--- config.mk ---
export PLATFORM = sky130hd
export DESIGN_NAME = alarm_tone_sequencer
export DESIGN_NICKNAME = d
export VERILOG_FILES = /design/src/rtl/alarm_tone_sequencer.sv
export SDC_FILE = /design/constraint.sdc
export NUM_CORES = 1
export LEC_CHECK = 0
export ABC_AREA = 1
export BUFFER_PORTS_ARGS = -buffer_cell sky130_fd_sc_hd__buf_2
export CAP_MARGIN = 15
export CELL_PAD_IN_SITES_DETAIL_PLACEMENT = 1
export CELL_PAD_IN_SITES_GLOBAL_PLACEMENT = 1
export CORE_MARGIN = 3
export CORE_UTILIZATION = 30
export DETAILED_ROUTE_END_ITERATION = 8
export PLACE_DENSITY = 0.68
export SYNTH_ARGS = -nofsm -noshare
export SYNTH_HDL_FRONTEND = slang
export SYNTH_SLANG_ARGS = --single-unit
--- constraint.sdc ---
create_clock -name clk -period 3.3 [get_ports clk]
set_input_delay 0.495 -clock clk [delete_from_list [all_inputs] [get_ports clk]]
set_output_delay 0.495 -clock clk [all_outputs]
set_load 0.02 [all_outputs]
--- src/rtl/alarm_tone_sequencer.sv ---
// Alarm tone sequencer: shares one speaker path between the alarm melody
// (ROM-driven, stepped, with repeats) and a short key-click beep. It drives
// the melody ROM address and hands the tone generator a note code and enable.
module alarm_tone_sequencer #(
  parameter int unsigned TICK_DIV   = 4194304, // clk cycles per melody step / beep tick
  parameter int unsigned ARTIC      = 262144,  // silent cycles at the start of each melody step
  parameter logic [7:0]  LAST_ADDR  = 8'd227,  // last melody ROM address before wrap
  parameter logic [3:0]  REPEATS    = 4'd3,    // full melody passes, 0 = endless
  parameter logic [7:0]  BEEP_NOTE  = 8'd22,   // note code emitted during a beep
  parameter logic [3:0]  BEEP_TICKS = 4'd1     // beep length in ticks
) (
  input  logic       clk,
  input  logic       reset,
  input  logic       beep_req,
  input  logic       alarm_start,
  input  logic       alarm_stop,
  output logic [7:0] rom_addr,
  input  logic [7:0] rom_note,
  output logic [7:0] note_out,
  output logic       tone_en,
  output logic       alarm_active,
  output logic       beep_active,
  output logic       done
);

  localparam int unsigned   TW        = (TICK_DIV > 1) ? $clog2(TICK_DIV) : 1;
  localparam logic [TW-1:0] TICK_LAST = TW'(TICK_DIV - 1);
  localparam logic [TW-1:0] ARTIC_T   = TW'(ARTIC);

  typedef enum logic [1:0] {
    S_IDLE  = 2'd0,
    S_BEEP  = 2'd1,
    S_ALARM = 2'd2
  } state_t;

  state_t        state, state_nxt;
  logic [TW-1:0] tick_cnt, tick_nxt;
  logic [3:0]    beat_cnt, beat_nxt;
  logic [3:0]    rep_cnt, rep_nxt;
  logic [7:0]    addr_nxt;
  logic [7:0]    note_nxt;
  logic          done_nxt;
  logic          step_end;

  assign step_end = (tick_cnt == TICK_LAST);

  // State and datapath registers; reset returns everything to a silent IDLE.
  always_ff @(posedge clk or posedge reset) begin
    // NOTE: non-blocking (<=) so every register samples pre-edge values; blocking here would make results depend on statement order.
    if (reset) begin
      state    <= S_IDLE;
      tick_cnt <= '0;
      beat_cnt <= '0;
      rep_cnt  <= '0;
      rom_addr <= '0;
      note_out <= '0;
      done     <= 1'b0;
    end else begin
      state    <= state_nxt;
      tick_cnt <= tick_nxt;
      beat_cnt <= beat_nxt;
      rep_cnt  <= rep_nxt;
      rom_addr <= addr_nxt;
      note_out <= note_nxt;
      done     <= done_nxt;
    end
  end

  // Next-state, step timing, address sequencing and note selection.
  always_comb begin
    // NOTE: every variable gets a default first so no branch leaves one unassigned, which would infer a latch.
    state_nxt = state;
    tick_nxt  = tick_cnt;
    beat_nxt  = beat_cnt;
    rep_nxt   = rep_cnt;
    addr_nxt  = rom_addr;
    done_nxt  = 1'b0;
    note_nxt  = 8'd0;

    case (state)
      S_IDLE: begin
        tick_nxt = '0;
        // alarm_stop has no work to do here but still outranks the other
        // requests that arrive in the same cycle.
        if (!alarm_stop) begin
          if (alarm_start) begin
            state_nxt = S_ALARM;
            addr_nxt  = 8'd0;
            rep_nxt   = 4'd0;
          end else if (beep_req) begin
            state_nxt = S_BEEP;
            beat_nxt  = 4'd0;
          end
        end
      end

      S_BEEP: begin
        if (!alarm_stop && alarm_start) begin
          // Alarm preempts the beep outright; no done for the abandoned beep.
          state_nxt = S_ALARM;
          tick_nxt  = '0;
          addr_nxt  = 8'd0;
          rep_nxt   = 4'd0;
        end else if (!alarm_stop && beep_req) begin
          // A new key press restarts the click from the beginning.
          tick_nxt = '0;
          beat_nxt = 4'd0;
        end else if (step_end) begin
          tick_nxt = '0;
          if (beat_cnt == BEEP_TICKS - 4'd1) begin
            state_nxt = S_IDLE;
            beat_nxt  = 4'd0;
          end else begin
            beat_nxt = beat_cnt + 4'd1;
          end
        end else begin
          tick_nxt = tick_cnt + 1'b1;
        end
      end

      S_ALARM: begin
        if (alarm_stop) begin
          state_nxt = S_IDLE;
          tick_nxt  = '0;
          addr_nxt  = 8'd0;
        end else if (alarm_start) begin
          tick_nxt = '0;
          addr_nxt = 8'd0;
          rep_nxt  = 4'd0;
        end else if (step_end) begin
          tick_nxt = '0;
          if (rom_addr == LAST_ADDR) begin
            addr_nxt = 8'd0;
            if ((REPEATS != 4'd0) && (rep_cnt == REPEATS - 4'd1)) begin
              state_nxt = S_IDLE;
              done_nxt  = 1'b1;
            end else begin
              // Saturate so an endless alarm never wraps the pass counter.
              rep_nxt = (rep_cnt == 4'hF) ? rep_cnt : rep_cnt + 4'd1;
            end
          end else begin
            addr_nxt = rom_addr + 8'd1;
          end
        end else begin
          tick_nxt = tick_cnt + 1'b1;
        end
      end

      default: begin
        state_nxt = S_IDLE;
        tick_nxt  = '0;
        addr_nxt  = 8'd0;
      end
    endcase

    // Note follows the state being entered so a beep sounds from its first
    // cycle and the note is silenced on the same edge that leaves ALARM.
    case (state_nxt)
      S_BEEP:  note_nxt = BEEP_NOTE;
      S_ALARM: note_nxt = rom_note;
      default: note_nxt = 8'd0;
    endcase
  end

  assign alarm_active = (state == S_ALARM);
  assign beep_active  = (state == S_BEEP);

  // The articulation gap hides the two-cycle ROM-to-note latency after each
  // address change; rest notes (code 0) keep timing but stay silent.
  assign tone_en = (state == S_BEEP) ||
                   ((state == S_ALARM) && (tick_cnt >= ARTIC_T) && (note_out != 8'd0));

endmodule

* Word-level counts from Yosys, hierarchy flattened
Index checks and enable logic that the tools add are counted.
** Word-level totals
- Register bits after elaboration :: 49
- Input bits :: 13
- Output and inout bits :: 20
- Word-level logic and storage cells :: 99
** Operators by class
- Add/subtract/negate cells :: 4
- $lt $le $gt $ge :: 1
- Equality and inequality tests :: 21
- Muxes and demuxes :: 52
- Reductions and logical operators :: 14
** Operator list (number)
- 22-bit two-way mux :: 5
- 4-bit two-way mux :: 16
- 8-bit two-way mux :: 7
- 22-bit case mux with 2 select lines :: 1
- 2-bit two-way mux :: 12
- 8-bit case mux with 3 select lines :: 1
- 22-bit by 1-bit adder with 22-bit output, second input constant :: 1
- 22-bit == test, second input constant :: 1
- 22-bit by 19-bit >= comparator with 1-bit output, second input constant :: 1
- 8-bit case mux with 2 select lines :: 1
- 2-bit != test, second input constant :: 6
- 4-bit case mux with 3 select lines :: 1
- 9-bit AND reduction :: 1
- 4-bit by 1-bit adder with 4-bit output, second input constant :: 2
- 8-bit by 1-bit adder with 8-bit output, second input constant :: 1
- 8-bit == test, second input constant :: 1
- 4-bit case mux with 2 select lines :: 1
- 8-bit nonzero test :: 1
- 1-bit two-way mux :: 6
- 3-bit by 2-bit != test with 1-bit output, second input constant :: 2
- 3-bit != test, second input constant :: 2
- 2-bit case mux with 3 select lines :: 1
- 6-bit AND reduction :: 1
- 2-bit by 1-bit == test with 1-bit output, second input constant :: 2
- 14 further kinds :: 18

* Longest topological paths before layout
- Depth after elaboration :: 9
- Gate-level depth with buffers :: 14
- Depth with buffers taken out :: 13

* Worst setup path before layout
No wires, ideal clock.
- Path kind :: register to register
- Start :: register rom_addr[0]
- End :: register note_out[1]
- Data arrival time :: 1.955 ns
- Data required time :: 3.223 ns
- Setup slack :: 1.267 ns
- Cell stages (with the launch flop) :: 14
- Buffers on the path :: 1
- Period minus slack after synthesis :: 2.033 ns
- Cells stage by stage :: dfrtp_1 ha_1 nand2_1 nor2_1 nand2_1 nor2_1 nand3_1 nand2_1 nand3_1 nand2_1 ha_1 clkbuf_1 nand2_1 a21oi_1
** On the way
- Word-level cells in the longest chain between the ends :: 8
** Ends and longest elaborated chain
- start, declared :: RTL line 17 : output logic [7:0] rom_addr,
- start signal, assigned :: RTL line 63 : rom_addr <= addr_nxt;
- 8-bit == test * :: RTL line 132 : if (rom_addr == LAST_ADDR) begin
- 2-bit two-way mux * :: RTL line 132
- 2-bit two-way mux * :: RTL line 130 : end else if (step_end) begin
- 2-bit two-way mux * :: RTL line 126 : end else if (alarm_start) begin
- 2-bit two-way mux * :: RTL line 122 : if (alarm_stop) begin
- 2-bit case mux with 3 select lines * :: RTL line 80 : case (state)
- 2-bit == test or 2-bit by 1-bit == test with 1-bit output (tied branches) :: RTL line 158 : case (state_nxt)
- 8-bit case mux with 2 select lines * :: RTL line 158
- via note_nxt[1] :: RTL line 41 : logic [7:0] note_nxt;
- end signal, assigned :: RTL line 64 : note_out <= note_nxt;
- end, declared :: RTL line 19 : output logic [7:0] note_out,
The timed path passes the listed nets; every way through them passes the cells marked *.
A chain may end at the register's enable or synchronous reset.

* Worst setup path after layout
- Start :: register state[0]
- End :: output tone_en
** On the way
- Word-level cells in the longest chain between the ends :: 4
** Ends and longest elaborated chain
- start, declared :: RTL line 36 : state_t state, state_nxt;
- start signal, assigned :: RTL line 59 : state <= state_nxt;
- 2-bit == test :: RTL line 171 : ((state == S_ALARM) && (tick_cnt >= ARTIC_T) && (note_out != 8'd0));
- 1-bit logical AND (2 in a row) :: RTL line 171
- 1-bit logical OR * :: RTL line 170 : assign tone_en = (state == S_BEEP) ||
- end, declared :: RTL line 20 : output logic tone_en,
Mark *: on every way between the ends. The rest lies on a longest branch, timed or not.

==> summary.md <==
| Metric | Value |
|---|---|
| Minimum clock period | 2.30 ns |
| Root Buffer | clkbuf_8 |
| Finished Cell Area | 0.00334 mm2 |
| Drt pass-1 iters | 4 |
| Critical Path RT | 2.80 ns |
| Mux share of post-synthesis cell area | 0% |
| Share of cells above drive strength 1 | 16.9% |
| Reg-to-Reg Start | rom_addr[0]$_DFFE_PP0P_ |
| Post-CTS Setup Bufs | 0 |
| Most frequent cells in the layout | nand2_1, nor2_1, inv_1, dfrtp_1, buf_2 |
| Leak pwr | 1.60 nW |
| FF-to-FF path depth | 12 |
| Slowest stage delay, CP | approximately 0.42 ns |
| Setup crit start kind | flip-flop |
| Combinational share of power | 33.9% |
| RSZ-0062 raised after global routing | false |
| Die width | around 100 um |
| Die H | 104 um |
| Worst Slack Setup Final | 1.00 ns |
| Yosys top cell area share | ~42% |
| Area Overhead vs Synth | 15.1% |
| Sequential element share of the synthesized area | 42.3% |
| Pin count of the biggest net entering global routing | 50 |
| CTS Buf Count | 5 |
| Final std cells w/o fill | 543 |
| Yosys cell types | 33 |
| First-pass GRT wire length | ~12 mm |
| Area leader, netlist | dfrtp_1 |
| Largest family of logic cells by synthesized area | simple AND/OR/NAND/NOR gates |
| WS Path Type | flip-flop to output pin |
| Status | finished clean |
| Clk Latency, worst-skew pair | 0.31 ns |
| Synthesized cell area | a little under 0.003 mm2 |
| Pre-CTS setup slack | 1.05 ns |
| Drt wl/cell | 13.0 um |
| Crit Path Max Fanout | 6 |
| Die area | 0.0109 mm2 |
| Worst endpoint data arrival time | between 1.5 and 2 ns |
| CP bufs+invs | 3 |
| Post-cts sizing count | 0 |
| Max clock buf depth | 2 |
| Flop2flop setup slack | 1.07 ns |
| Number of flops mapped to enable cells by yosys | 0 |
| Vias in the first global route | 2617 |
| Vias/cell | 4.62 |
| Via count | between 2000 and 3000 |
| Post-Route Skew | between 0.01 and 0.015 ns |
| Worst reg2reg endpoint | note_out[2]$_DFF_PP0_ |
| Synthesized instance count | 376 |
| Max Clk Rate | ~430 MHz |
| IO Count | 33 |
| # port buffers | 32 |
| CP Cell Sequence | inv_1 > ha_1 > inv_1 > a21oi_1 > o21ai_0 > nand2_1 > buf_2 |
| Gr usage total | between 10% and 20% |
| Syn Area/Cell | ~7.7 um2 |
| CTS tree | built |
| Initial core utilization | 31.1% |
| Site row count | 35 |
| Initial antenna violation count | 0 |
| CTS HTree Levels | 2 |
| CP delay by family, top | buffers and inverters |
| Final Max Slew Viols | 0 |
| Final Hold Viols | 0 |
| FF+latch count, synth | 49 |
| Pwr dens | 515 mW/mm2 |
| Asr flop ratio synth | 100% |
| Remaining global-route overflow | 0 |
| Fin Setup TNS | 0 ns |
| Synth Area in Compound Gates | 6.69% |
| Commonest non-fill, non-tap cell in the layout | nand2_1 |
| DRC viols | 0 |
| Pwr Total | 1.72 mW |
| Slew HR | about two thirds |
| Share of power burned in registers | between 30% and 40% |
| Area after DPL | 0.00320 mm2 |
| Placed cells | 534 |
| Max VDD drop | approximately 0.27 mV |
| Final period util | a little over two thirds |
| Crit end category | output pin |
| Final setup vio count | 0 |
| Critical-path top delay cell | dfrtp_1 |
| Core area | 0.00933 mm2 |
| Clk slew on worst S/H paths | approximately 0.090 ns |
| CP startpoint | state[0]$_DFF_PP0_ |
| Switching power | roughly 0.65 mW |
| XOR/XNOR share of the synthesized area | roughly 2.7% |
| Top cell by count, worst path | inv_1 |
| Synth Flop Type | dfrtp_1 |
| Clock sinks | 49 |
| Cts hold-fix bufs | 0 |
| Max_cap viols | 0 |
| Syn. warnings | 0 |
| Slew @ Worst Pin | 0.472 ns |
| Detail Route Antenna Nets | 0 |
| Mapped Nets | 402 |
| Adder-Cell Fraction of Synth Area | 5.61% |
| Diodes inserted | 0 |
| Synth top area cells | dfrtp_1, nand2_1, inv_1 |
| 1st-iter DRT viols | 32 |
| DPL Wire Length | 5.42 mm |
| Clock group share of total power | 26.7% |
| Routability congestion estimate | 0.803 |
| Cell Int Power | approximately 1.1 mW |
| DRT Wirelength | 7.08 mm |
| Worst min path class | input pin to asynchronous set/reset pin |
| Sw Share | 37.9% |
| Nets | 439 |
| Post-Synth Simple-Gate Area | 34.9% |
==> cells in the mapped netlist (6+ instances only) <==
master    n
a21oi_1  13
dfrtp_1  49
ha_1     13
inv_1    50
nand2_1  85
nand3_1  30
nand4_1   6
nor2_1   50
nor2_2   10
nor3_1   12
o21ai_1  11
xor2_1    6
==> registers in the layout, summed over array words and instances (netlist names) <==
| name | flops |
|---|---|
| rep_cnt | 4 |
| beat_cnt | 4 |
| state | 2 |
| note_out | 8 |
| rom_addr | 8 |
| tick_cnt | 22 |
| done | 1 |
==> layer usage <==
layer / part of all wire (%) / GRT usage, %
met1: 50 / 18.2
met5: 0 / 0
met2: 45 / 22.0
met3: 3.2 / 2.67
met4: 1.1 / 3.61
==> layout make-up <==
type | count | area, um2
sequential | 49 | 1230
inverter | 54 | 208
clock buffer | 7 | 86.3
multi-input combinational | 270 | 1450
clock inverter | 1 | 30.0
timing repair buffer | 33 | 180
tap | 129 | 161
fill | 1138 | 5990
==> power groups by stage <==
stage               Clock (mW)  Sequential, mW  Combinational, mW
floorplan                    0           0.725              0.379
global placement             0           0.688              0.574
detailed placement           0           0.687              0.585
CTS                      0.475           0.677              0.589
global route             0.493           0.684              0.663
finish                   0.459           0.678              0.583
==> stage by stage <==
step	util, %	hold WS, ns
global placement	34.3	0.485
global route	35.8	0.0707
finish	35.8	0.0792
floorplan	-	0.451
CTS	35.6	0.370
detailed placement	34.3	0.512
==> how the worst max path moves through the flow <==
stage                                 end  slack [ns]  cells past startpoint
global route                      tone_en        0.77                      7
finish                            tone_en        1.00                      7
global placement    note_out[2]$_DFF_PP0_        1.15                     12
floorplan           note_out[1]$_DFF_PP0_        1.27                     13
detailed placement  note_out[2]$_DFF_PP0_        1.05                     12
CTS                               tone_en         1.0                      7
==> logic make-up (layout without fill, tap and decap cells) <==
group	count (synthesis)	in the layout
xor+xnor	9	9
compound gates	35	35
buf+inv	57	95
simple gates	213	213
fa+ha+maj	13	13
flops	49	49
(Power assumes the default switching activity.)
